<file path="config.mk">
export PLATFORM = sky130hd
export DESIGN_NAME = ycr_wbd_sram_resp_flat
export DESIGN_NICKNAME = d
export VERILOG_FILES = /design/src/rtl/ycr_wbd_sram_resp_if.sv /design/src/rtl/ycr_wbd_sram_resp.sv /design/src/flat_wrapper.sv
export SDC_FILE = /design/constraint.sdc
export NUM_CORES = 1
export LEC_CHECK = 0
export CAP_MARGIN = 20
export CORE_ASPECT_RATIO = 1.75
export CORE_MARGIN = 5
export CORE_UTILIZATION = 38
export DETAILED_ROUTE_END_ITERATION = 10
export GPL_TIMING_DRIVEN = 0
export HOLD_SLACK_MARGIN = 0.12
export PLACE_DENSITY = 0.84
export REMOVE_ABC_BUFFERS = 1
export SYNTH_ARGS = -nofsm -noshare
export SYNTH_HDL_FRONTEND = slang
export SYNTH_SLANG_ARGS = --single-unit
</file>
<file path="constraint.sdc">
create_clock -name core_clk -period 5.4 [get_ports core_clk]
set_clock_uncertainty 0.1 [all_clocks]
set_input_delay 1.08 -clock core_clk [delete_from_list [all_inputs] [get_ports core_clk]]
set_output_delay 1.08 -clock core_clk [all_outputs]
set_load 0.02 [all_outputs]
</file>
<file path="src/rtl/ycr_wbd_sram_resp_if.sv">
// Purpose: burst-extended Wishbone data-bus bundle between the dmem initiator and the SRAM responder.
// Latency: n/a (wires only).
// Backpressure: wbs_bry_i from the initiator gates every beat; ack/lack/err flow back to it.
//
// Signals
//   wbs_stb_i  request valid, held with adr/we/sel/bl stable for the whole burst
//   wbs_adr_i  byte address of beat 0
//   wbs_we_i   1 = write burst
//   wbs_dat_i  write data of the current beat
//   wbs_sel_i  byte enables (writes only)
//   wbs_bl_i   beat count, 0 is treated as 1
//   wbs_bry_i  initiator ready: write data valid / read sink has room
//   wbs_dat_o  read data, non-zero only with a read ack
//   wbs_ack_o  per-beat acknowledge
//   wbs_lack_o last-beat acknowledge
//   wbs_err_o  error response, always together with ack and lack
interface ycr_wbd_sram_resp_if #(
    parameter int BL_W = 10
);
    logic            wbs_stb_i;
    logic [31:0]     wbs_adr_i;
    logic            wbs_we_i;
    logic [31:0]     wbs_dat_i;
    logic [3:0]      wbs_sel_i;
    logic [BL_W-1:0] wbs_bl_i;
    logic            wbs_bry_i;
    logic [31:0]     wbs_dat_o;
    logic            wbs_ack_o;
    logic            wbs_lack_o;
    logic            wbs_err_o;

    modport master (
        output wbs_stb_i, wbs_adr_i, wbs_we_i, wbs_dat_i, wbs_sel_i, wbs_bl_i, wbs_bry_i,
        input  wbs_dat_o, wbs_ack_o, wbs_lack_o, wbs_err_o
    );

    modport slave (
        input  wbs_stb_i, wbs_adr_i, wbs_we_i, wbs_dat_i, wbs_sel_i, wbs_bl_i, wbs_bry_i,
        output wbs_dat_o, wbs_ack_o, wbs_lack_o, wbs_err_o
    );
endinterface

</file>
<file path="src/rtl/ycr_wbd_sram_resp.sv">
// Purpose: Wishbone burst responder fronting a 1-cycle-latency single-port SRAM as a data scratchpad.
// Latency: read ack 3 cycles after stb (IDLE, issue, ack); write ack 2 cycles after stb (IDLE, write+ack).
// Backpressure: wbs_bry_i low stalls beat issue; a read already issued to the SRAM is still acked next cycle.
//
// Ports
//   core_clk, core_rst_n  clock and asynchronous active-low reset
//   wbs                   burst Wishbone slave side (see ycr_wbd_sram_resp_if)
//   mem_csb_o/web_o       SRAM chip select / write enable, both active-low
//   mem_wmask_o           SRAM byte write mask
//   mem_addr_o            SRAM word address
//   mem_din_o/dout_i      SRAM write data / read data (read data valid the cycle after issue)
module ycr_wbd_sram_resp #(
    parameter int          MEM_AW    = 9,
    parameter int          BL_W      = 10,
    parameter logic [31:0] BASE_ADDR = 32'h0C00_0000
) (
    input  logic              core_clk,
    input  logic              core_rst_n,
    ycr_wbd_sram_resp_if.slave wbs,
    output logic              mem_csb_o,
    output logic              mem_web_o,
    output logic [3:0]        mem_wmask_o,
    output logic [MEM_AW-1:0] mem_addr_o,
    output logic [31:0]       mem_din_o,
    input  logic [31:0]       mem_dout_i
);

    localparam logic [2:0] ST_IDLE = 3'd0;
    localparam logic [2:0] ST_RD   = 3'd1;
    localparam logic [2:0] ST_WR   = 3'd2;
    localparam logic [2:0] ST_ERR  = 3'd3;
    localparam logic [2:0] ST_GAP  = 3'd4;

    localparam logic [BL_W-1:0] BL_ONE  = BL_W'(1);
    localparam logic [BL_W-1:0] BL_ZERO = '0;

    // ------------------------------------------------------------------
    // State
    // ------------------------------------------------------------------
    logic [2:0]        state_q,   state_d;
    logic [MEM_AW-1:0] base_q,    base_d;     // word address of beat 0
    logic [BL_W-1:0]   bl_q,      bl_d;       // total beats in this burst (>= 1)
    logic [BL_W-1:0]   idx_q,     idx_d;      // beats issued to the SRAM so far
    logic              rd_vld_q,  rd_vld_d;   // SRAM read data returns this cycle
    logic              rd_last_q, rd_last_d;  // ...and it belongs to the final beat

    // Output drivers
    logic [31:0] dat_o;
    logic        ack_o;
    logic        lack_o;
    logic        err_o;

    // Helpers
    logic [MEM_AW-1:0] beat_addr;
    logic              last_beat;
    logic              in_range;
    logic              more_to_issue;

    // Byte-offset bits carry no information for a word-wide memory.
    logic unused_adr_lsb;
    assign unused_adr_lsb = ^wbs.wbs_adr_i[1:0];

    // The word offset is truncated to MEM_AW bits so a burst running past
    // the top word wraps back to word 0 instead of leaving the macro.
    assign beat_addr     = base_q + MEM_AW'(idx_q);
    assign last_beat     = (idx_q == (bl_q - BL_ONE));
    assign more_to_issue = (idx_q != bl_q);
    assign in_range      = (wbs.wbs_adr_i[31:MEM_AW+2] == BASE_ADDR[31:MEM_AW+2]);

    // ------------------------------------------------------------------
    // Next-state and output logic
    // ------------------------------------------------------------------
    always_comb begin
        state_d   = state_q;
        base_d    = base_q;
        bl_d      = bl_q;
        idx_d     = idx_q;
        rd_vld_d  = 1'b0;
        rd_last_d = 1'b0;

        mem_csb_o   = 1'b1;
        mem_web_o   = 1'b1;
        mem_wmask_o = 4'h0;
        mem_addr_o  = '0;
        mem_din_o   = 32'h0;

        ack_o  = 1'b0;
        lack_o = 1'b0;
        err_o  = 1'b0;
        dat_o  = 32'h0;

        case (state_q)
            ST_IDLE: begin
                // Capture only; the SRAM is not touched until the next cycle.
                if (wbs.wbs_stb_i) begin
                    base_d = wbs.wbs_adr_i[MEM_AW+1:2];
                    bl_d   = (wbs.wbs_bl_i == BL_ZERO) ? BL_ONE : wbs.wbs_bl_i;
                    idx_d  = BL_ZERO;
                    if (!in_range) begin
                        state_d = ST_ERR;
                    end else if (wbs.wbs_we_i) begin
                        state_d = ST_WR;
                    end else begin
                        state_d = ST_RD;
                    end
                end
            end

            ST_RD: begin
                // Issue side: one read per cycle while the initiator can sink it.
                if (wbs.wbs_bry_i && more_to_issue) begin
                    mem_csb_o  = 1'b0;
                    mem_addr_o = beat_addr;
                    idx_d      = idx_q + BL_ONE;
                    rd_vld_d   = 1'b1;
                    rd_last_d  = last_beat;
                end
                // Return side: independent of bry so an issued beat is never dropped.
                if (rd_vld_q) begin
                    ack_o = 1'b1;
                    dat_o = mem_dout_i;
                    if (rd_last_q) begin
                        lack_o  = 1'b1;
                        state_d = ST_GAP;
                    end
                end
            end

            ST_WR: begin
                // Write and ack in the same cycle; sel=0 is a harmless masked write.
                if (wbs.wbs_bry_i) begin
                    mem_csb_o   = 1'b0;
                    mem_web_o   = 1'b0;
                    mem_wmask_o = wbs.wbs_sel_i;
                    mem_din_o   = wbs.wbs_dat_i;
                    mem_addr_o  = beat_addr;
                    ack_o       = 1'b1;
                    idx_d       = idx_q + BL_ONE;
                    if (last_beat) begin
                        lack_o  = 1'b1;
                        state_d = ST_GAP;
                    end
                end
            end

            ST_ERR: begin
                ack_o   = 1'b1;
                lack_o  = 1'b1;
                err_o   = 1'b1;
                state_d = ST_GAP;
            end

            ST_GAP: begin
                // The initiator pops its request on lack; a stb still visible
                // here is stale, so it is deliberately ignored.
                state_d = ST_IDLE;
            end

            default: begin
                state_d = ST_IDLE;
            end
        endcase
    end

    // ------------------------------------------------------------------
    // Registers
    // ------------------------------------------------------------------
    always_ff @(posedge core_clk or negedge core_rst_n) begin
        if (!core_rst_n) begin
            state_q   <= ST_IDLE;
            base_q    <= '0;
            bl_q      <= '0;
            idx_q     <= '0;
            rd_vld_q  <= 1'b0;
            rd_last_q <= 1'b0;
        end else begin
            state_q   <= state_d;
            base_q    <= base_d;
            bl_q      <= bl_d;
            idx_q     <= idx_d;
            rd_vld_q  <= rd_vld_d;
            rd_last_q <= rd_last_d;
        end
    end

    assign wbs.wbs_dat_o  = dat_o;
    assign wbs.wbs_ack_o  = ack_o;
    assign wbs.wbs_lack_o = lack_o;
    assign wbs.wbs_err_o  = err_o;

endmodule

</file>
<file path="src/flat_wrapper.sv">
// flat-port wrapper written by rule: the top's interface ports become plain ports
module ycr_wbd_sram_resp_flat 
#(
    parameter int          MEM_AW    = 9,
    parameter int          BL_W      = 10,
    parameter logic [31:0] BASE_ADDR = 32'h0C00_0000
)
  (core_clk, core_rst_n, mem_csb_o, mem_web_o, mem_wmask_o, mem_addr_o, mem_din_o, mem_dout_i, wbs_wbs_stb_i, wbs_wbs_adr_i, wbs_wbs_we_i, wbs_wbs_dat_i, wbs_wbs_sel_i, wbs_wbs_bl_i, wbs_wbs_bry_i, wbs_wbs_dat_o, wbs_wbs_ack_o, wbs_wbs_lack_o, wbs_wbs_err_o);
  ycr_wbd_sram_resp_if #(.BL_W(BL_W)) wbs_i ();
  input  logic core_clk;
  input  logic core_rst_n;
  output logic mem_csb_o;
  output logic mem_web_o;
  output logic [3:0] mem_wmask_o;
  output logic [MEM_AW-1:0] mem_addr_o;
  output logic [31:0] mem_din_o;
  input  logic [31:0] mem_dout_i;
  input wire logic [$bits(wbs_i.wbs_stb_i)-1:0] wbs_wbs_stb_i;
  input wire logic [$bits(wbs_i.wbs_adr_i)-1:0] wbs_wbs_adr_i;
  input wire logic [$bits(wbs_i.wbs_we_i)-1:0] wbs_wbs_we_i;
  input wire logic [$bits(wbs_i.wbs_dat_i)-1:0] wbs_wbs_dat_i;
  input wire logic [$bits(wbs_i.wbs_sel_i)-1:0] wbs_wbs_sel_i;
  input wire logic [$bits(wbs_i.wbs_bl_i)-1:0] wbs_wbs_bl_i;
  input wire logic [$bits(wbs_i.wbs_bry_i)-1:0] wbs_wbs_bry_i;
  output wire logic [$bits(wbs_i.wbs_dat_o)-1:0] wbs_wbs_dat_o;
  output wire logic [$bits(wbs_i.wbs_ack_o)-1:0] wbs_wbs_ack_o;
  output wire logic [$bits(wbs_i.wbs_lack_o)-1:0] wbs_wbs_lack_o;
  output wire logic [$bits(wbs_i.wbs_err_o)-1:0] wbs_wbs_err_o;
  assign wbs_i.wbs_stb_i = wbs_wbs_stb_i;
  assign wbs_i.wbs_adr_i = wbs_wbs_adr_i;
  assign wbs_i.wbs_we_i = wbs_wbs_we_i;
  assign wbs_i.wbs_dat_i = wbs_wbs_dat_i;
  assign wbs_i.wbs_sel_i = wbs_wbs_sel_i;
  assign wbs_i.wbs_bl_i = wbs_wbs_bl_i;
  assign wbs_i.wbs_bry_i = wbs_wbs_bry_i;
  assign wbs_wbs_dat_o = wbs_i.wbs_dat_o;
  assign wbs_wbs_ack_o = wbs_i.wbs_ack_o;
  assign wbs_wbs_lack_o = wbs_i.wbs_lack_o;
  assign wbs_wbs_err_o = wbs_i.wbs_err_o;
  ycr_wbd_sram_resp #(.MEM_AW(MEM_AW), .BL_W(BL_W), .BASE_ADDR(BASE_ADDR)) u_core (.core_clk(core_clk), .core_rst_n(core_rst_n), .wbs(wbs_i), .mem_csb_o(mem_csb_o), .mem_web_o(mem_web_o), .mem_wmask_o(mem_wmask_o), .mem_addr_o(mem_addr_o), .mem_din_o(mem_din_o), .mem_dout_i(mem_dout_i));
endmodule
</file>
==> results.toml, run 1 <==
[timing]
max_freq_mhz = 209.8
drv_slew = 0
period_needed_ps = 4768
worst_pin_slew_ps = 969.6
fin_crit_sh_pct = 88.29
finalSetupViolCount = 0
rsz0062_at_grt = "false"
fin_setup_tns_ps = 0
hold_viol_final = 0
worst_slew_margin_rel_pct = 35.36

[route]
initialDrtViolationCount = 93
drt-total-wl_um = 11670
ant_nets = 0
first_pass_iters = 4
route.detailed.drc = 0
wl_per_cell_um = 18.66
via_count = 3209
vias_per_cell = 5.134

[cts]
cts_sinks = 34
cts_hold_buf = 0
cts_tree = "done"
ctsResizeCount = 0
cts_htree_levels = 2
cts_buffer_depth = 2
postCtsSetupBuffers = 0
clkSlewWorstSetupHoldPaths_ps = 60
cts-root-buf = "clkbuf_16"
worstSkewPairLatency_ps = 280
cts_buffers = 5

[global_routing]
grt_pass1_vias = 3307
grt_pass1_wl_um = 17280
track_usage_pct = 24.87
grt.overflow.total = 0
grt_max_degree = 40
grt_antenna_before_repair = 0

[die]
die_w_um = 74.76
core_area_um2 = 7182
ios = 197
start_util_pct = 38.83
fp-row-count = 41
die_h_um = 123.3
die_area_um2 = 9220

[yosys]
async_flop_share_pct = 100.0
ys_seq_area_share_pct = 30.51
synth_ff_type = "dfrtp_1"
ys_ff_latch = 34
syn_avg_cell_area_um2 = 7.946
synth_cell_types = 49
syn-cell-area_um2 = 2789
synth_edf_count = 0
yosysWarnings = 0
synth_cells = 351

[pwr]
powerDensity_nw_per_um2 = 373.6
ir_worst_vdd_mv = 0.3195
p_total_w = 0.001840
cellLeakagePower_nw = 2.034

[cells_and_area]
diodes = 0
layout-drive-gt1-share_pct = 3.711
fin_nets = 664
fill_cells = 606
final_common_cell = "clkdlybuf4s50_1"
areaGrowthSynthToFinish_pct = 76.58
final_cell_mix = "193 x clkdlybuf4s50_1, 69 x and2_1, 55 x nand2_1, 34 x dfrtp_1, 28 x nor2_1"

[placed_design]
place.detailed.hpwl_um = 9564
gp_congestion = 0.8998
port_buffers = 194

[flow_run]
cap_violations = 0

[setup_path]
crit_required_ps = 4220
path_class = "in2out"
endpoint_kind = "output port"
critPathLaunchType = "primary input"
critical_path_peak_fanout = 39
arrival_ps = 3590

[min_path]
hold_path.class = "reg2reg"

[status]
run_status = "finished, final reports clean"
[report_power, final]
part	internal, W	switching, W
clock	0.000183	0.000107
combinational	0.000510	0.000573
sequential	0.000347	0.000120
total	0.00104	0.000800
[Yosys cell counts, types with 2 or more instances]
master | count | area share, %
o22ai_1 | 2 | 0.45
nor3_2 | 2 | 0.72
o21ai_0 | 12 | 2.2
xnor2_1 | 9 | 2.8
nand2_1 | 55 | 7.4
o31a_1 | 2 | 0.63
or4_1 | 2 | 0.54
nor2b_1 | 6 | 1.3
a21o_1 | 2 | 0.54
inv_1 | 13 | 1.7
nor2_1 | 28 | 3.8
a21oi_1 | 12 | 2.2
and3_1 | 4 | 0.90
nor3_1 | 5 | 0.90
dfrtp_1 | 34 | 31
or3_1 | 6 | 1.3
nor3b_1 | 3 | 0.81
and2_1 | 69 | 15
o21ai_1 | 2 | 0.36
nand2b_1 | 3 | 0.67
nand4_1 | 5 | 1.1
xor2_1 | 16 | 5.0
nand3_1 | 8 | 1.4
clkbuf_1 | 10 | 1.3
nor4_1 | 5 | 1.1
o41ai_1 | 2 | 0.63
buf_6 | 3 | 1.2
ha_1 | 10 | 4.5
[metal layers]
layer  routed length, um  track usage (%)  vias up
met4                 218            6.459        0
met1                4209            29.36     1482
met5                   0                0        -
met2                5907            44.44      172
li1                    -                -     1538
met3                1330            5.533       17
[registers in the layout, indices dropped and copies added, names as in the netlist]
name,count
u_core.base_q,9
u_core.bl_q,10
u_core.idx_q,10
u_core.rd_last_q,1
u_core.rd_vld_q,1
u_core.state_q,3
[per-stage QoR]
step / hold WS [ps] / utilization [%] / setup slack, ps / cell area (um^2) / cells
2_1_floorplan: 349.7 / - / 1880 / 2705 / 336
3_3_place_gp: 366.1 / 66.20 / 660.1 / 4755 / 616
3_5_place_dp: 367.4 / 66.13 / 603.5 / 4750 / 616
4_1_cts: 380.9 / 68.19 / 602.7 / 4897 / 624
5_1_grt: 404.9 / 68.57 / 368.8 / 4925 / 625
6_report: 381.1 / 68.57 / 632.5 / 4925 / 625
[worst paths after layout]
kind	endpoint	depth (start not counted)	startpoint	slack (ps)
max	mem_addr_o[2]	5	wbs_wbs_bry_i	630
min	u_core.base_q[6]$_DFFE_PN0P_	2	u_core.base_q[6]$_DFFE_PN0P_	380
max reg2reg	u_core.idx_q[1]$_DFFE_PN0P_	6	u_core.idx_q[6]$_DFFE_PN0P_	3150
min reg2reg	u_core.base_q[6]$_DFFE_PN0P_	2	u_core.base_q[6]$_DFFE_PN0P_	380
max in group asynchronous	u_core.base_q[1]$_DFFE_PN0P_	1	core_rst_n	3930
min in group asynchronous	u_core.bl_q[3]$_DFFE_PN0P_	1	core_rst_n	770
[cell type report]
type | count | area [um^2] | share of cell area (%)
clock buffer | 7 | 142.6 | 2.896
clock inverter | 1 | 5.005 | 0.1016
timing repair buffer | 195 | 1964 | 39.89
sequential | 34 | 850.8 | 17.28
multi-input combinational | 289 | 1805 | 36.66
inverter | 13 | 48.80 | 0.9909
tap | 86 | 107.6 | 2.185
[cell families (layout without fill, tap and decap cells)]
kind of cell / count (synthesis) / after routing / share of synthesized area (%)
DFF: 34 / 34 / 30.51
and+or+nand+nor: 210 / 210 / 41.09
adders and majority gates: 11 / 11 / 5.204
buffers and inverters: 28 / 216 / 4.756
AOI/OAI and AO/OA: 42 / 42 / 10.01
xor gates and xnor gates: 26 / 26 / 8.434
[worst max-delay path: stages]
cell	delay [ps]
clkdlybuf4s50_1	500
and3_1	810
nor2_2	290
nor3_2	260
clkdlybuf4s50_1	650
No activity file was read; power rests on OpenSTA's default activity.
==> inputs of run 2 (changes only) <==
--- a/config.mk
+++ b/config.mk
@@ -14,6 +14,7 @@
 export HOLD_SLACK_MARGIN = 0.12
 export PLACE_DENSITY = 0.84
 export REMOVE_ABC_BUFFERS = 1
+export SLEW_MARGIN = 0
 export SYNTH_ARGS = -nofsm -noshare
 export SYNTH_HDL_FRONTEND = slang
 export SYNTH_SLANG_ARGS = --single-unit
==> results of run 2 <==
No change in the layout: final DEF, timing and power equal those of run 1.
==> inputs of run 3 (changes only) <==
--- a/config.mk
+++ b/config.mk
@@ -7,7 +7,7 @@
 export LEC_CHECK = 0
 export CAP_MARGIN = 20
 export CORE_ASPECT_RATIO = 1.75
-export CORE_MARGIN = 5
+export CORE_MARGIN = 2
 export CORE_UTILIZATION = 38
 export DETAILED_ROUTE_END_ITERATION = 10
 export GPL_TIMING_DRIVEN = 0
==> results.toml, run 3 (synthesis results as in run 1) <==
[setup_path]
slowest_delay_ps = 850
ff2ff_path_depth = 8
r2r_setup_slack_ps = 3110
critPathLaunchType = "primary input"
arrival_ps = 3600
r2r_start = "u_core.bl_q[0]$_DFFE_PN0P_"
crit_cells = 5
worst_path_most_repeated_cell = "clkdlybuf4s50_1"
endpoint_kind = "output port"
path_class = "in2out"
cp-endpoint = "mem_addr_o[2]"
cp_top_family = "simple AND/OR/NAND/NOR gates"
critPathLaunch = "wbs_wbs_bry_i"
critPathBufInv = 2
crit_required_ps = 4220
crit_chain = "clkdlybuf4s50_1 > and3_1 > nor2_2 > nor3_2 > clkdlybuf4s50_1"
critical_path_peak_fanout = 39
cp_slowest_cell = "and3_1"
rr_endpoint = "u_core.state_q[1]$_DFFE_PN0P_"

[pwr]
p_int_w = 0.001022
p_total_w = 0.001810
p_sw_w = 0.0007887
p_sw_share_pct = 43.57
pwr-share-seq_pct = 26.0
power_frac_clock_pct = 15.0
comb_power_share_pct = 59.0
cellLeakagePower_nw = 2.017
ir_worst_vdd_mv = 0.2725
powerDensity_nw_per_um2 = 370.3

[route]
drt-total-wl_um = 11000
route.detailed.drc = 0
wl_per_cell_um = 17.68
ant_nets = 0
initialDrtViolationCount = 128
first_pass_iters = 4
vias_per_cell = 5.071
via_count = 3154

[placed_design]
place.detailed.hpwl_um = 8993
placed_cell_area_um2 = 4750
port_buffers = 194
gp_congestion = 0.9036

[cts]
cts_htree_levels = 2
ctsResizeCount = 0
cts_hold_buf = 0
cts_sinks = 34
postCtsSetupBuffers = 0
cts_tree = "done"
worstSkewPairLatency_ps = 270
cts_buffers = 5
clkSlewWorstSetupHoldPaths_ps = 50
cts-root-buf = "clkbuf_16"
cts_buffer_depth = 2

[timing]
finalSetupViolCount = 0
fin_crit_sh_pct = 88.61
max_freq_mhz = 209.0
worst_pin_slew_ps = 1098
period_needed_ps = 4785
hold_viol_final = 0
fin_setup_tns_ps = 0
drv_slew = 0
rsz0062_at_grt = "false"
worst_slew_margin_rel_pct = 26.80

[global_routing]
track_usage_pct = 26.57
grt_pass1_wl_um = 15810
grt.overflow.total = 0
grt_antenna_before_repair = 0
grt_pass1_vias = 3075
grt_max_degree = 40

[cells_and_area]
final_common_cell = "clkdlybuf4s50_1"
final_cell_mix = "193 x clkdlybuf4s50_1, 69 x and2_1, 55 x nand2_1, 34 x dfrtp_1, 28 x nor2_1"
fin_nets = 663
reg_top3 = "u_core.bl_q (10), u_core.idx_q (10), u_core.base_q (9)"
diodes = 0
areaGrowthSynthToFinish_pct = 75.28
layout-drive-gt1-share_pct = 3.358
stdcell_area_um2 = 4888

[die]
start_util_pct = 38.83
die_w_um = 68.76
ios = 197
die_h_um = 117.3
die_area_um2 = 8068
core_area_um2 = 7182
fp-row-count = 41

[flow_run]
cap_violations = 0

[min_path]
hold_path.class = "reg2reg"

[status]
run_status = "finished, final reports clean"
run 3: cell count changes in the layout (fill, tap and decap cells not counted):
cell	delta
clkinv_2	-1
clkbuf_1	-1
buf_16	-1
run 3: metrics by stage:
stage               hold WS, ps  std cells  util (%)  worst slack (ps)
global placement          363.5        616     66.20             657.3
detailed placement        371.5        616     66.13             594.7
CTS                       384.4        622     68.07             586.4
floorplan                 349.7        336         -              1880
global route              411.4        622     68.07             421.0
finish                    385.6        622     68.07             615.1
run 3: power groups by stage:
stage | logic, W | registers [W] | clock network, W
final | 0.00107 | 0.000470 | 0.000272
after global routing | 0.00116 | 0.000482 | 0.000286
after CTS | 0.00107 | 0.000469 | 0.000275
after detailed placement | 0.00106 | 0.000472 | 0
after global placement | 0.00104 | 0.000469 | 0
after floorplan | 0.000659 | 0.000433 | 0
run 3: worst min-delay path, stage by stage (launching register included):
cell	delay, ps
dfrtp_1	340
nand2_1	50
nand2_1	60
run 3: per-layer routing:
| metal | wire (um) | vias up | track usage (%) |
|---|---|---|---|
| met5 | 0 | - | 0 |
| met4 | 91 | 0 | 5.270 |
| met3 | 1241 | 6 | 4.219 |
| met2 | 5698 | 175 | 48.38 |
| met1 | 3963 | 1436 | 31.49 |
| li1 | - | 1537 | - |
run 3: worst min path at each step:
stage / start / slack (ps) / to / cells past startpoint
final: u_core.base_q[0]$_DFFE_PN0P_ / 390 / u_core.base_q[0]$_DFFE_PN0P_ / 2
after global routing: u_core.base_q[0]$_DFFE_PN0P_ / 410 / u_core.base_q[0]$_DFFE_PN0P_ / 2
after CTS: u_core.base_q[0]$_DFFE_PN0P_ / 380 / u_core.base_q[0]$_DFFE_PN0P_ / 2
after detailed placement: u_core.base_q[0]$_DFFE_PN0P_ / 370 / u_core.base_q[0]$_DFFE_PN0P_ / 2
after global placement: u_core.base_q[0]$_DFFE_PN0P_ / 360 / u_core.base_q[0]$_DFFE_PN0P_ / 2
after floorplan: u_core.base_q[0]$_DFFE_PN0P_ / 350 / u_core.base_q[0]$_DFFE_PN0P_ / 2
run 3: layout make-up:
type                            instances  area, um^2
Fill cell                             621        2293
Timing Repair Buffer                  194        1937
Multi-Input combinational cell        289        1805
Sequential cell                        34       850.8
Clock buffer                            6       138.9
Tap cell                               86       107.6
Inverter                               13       48.80
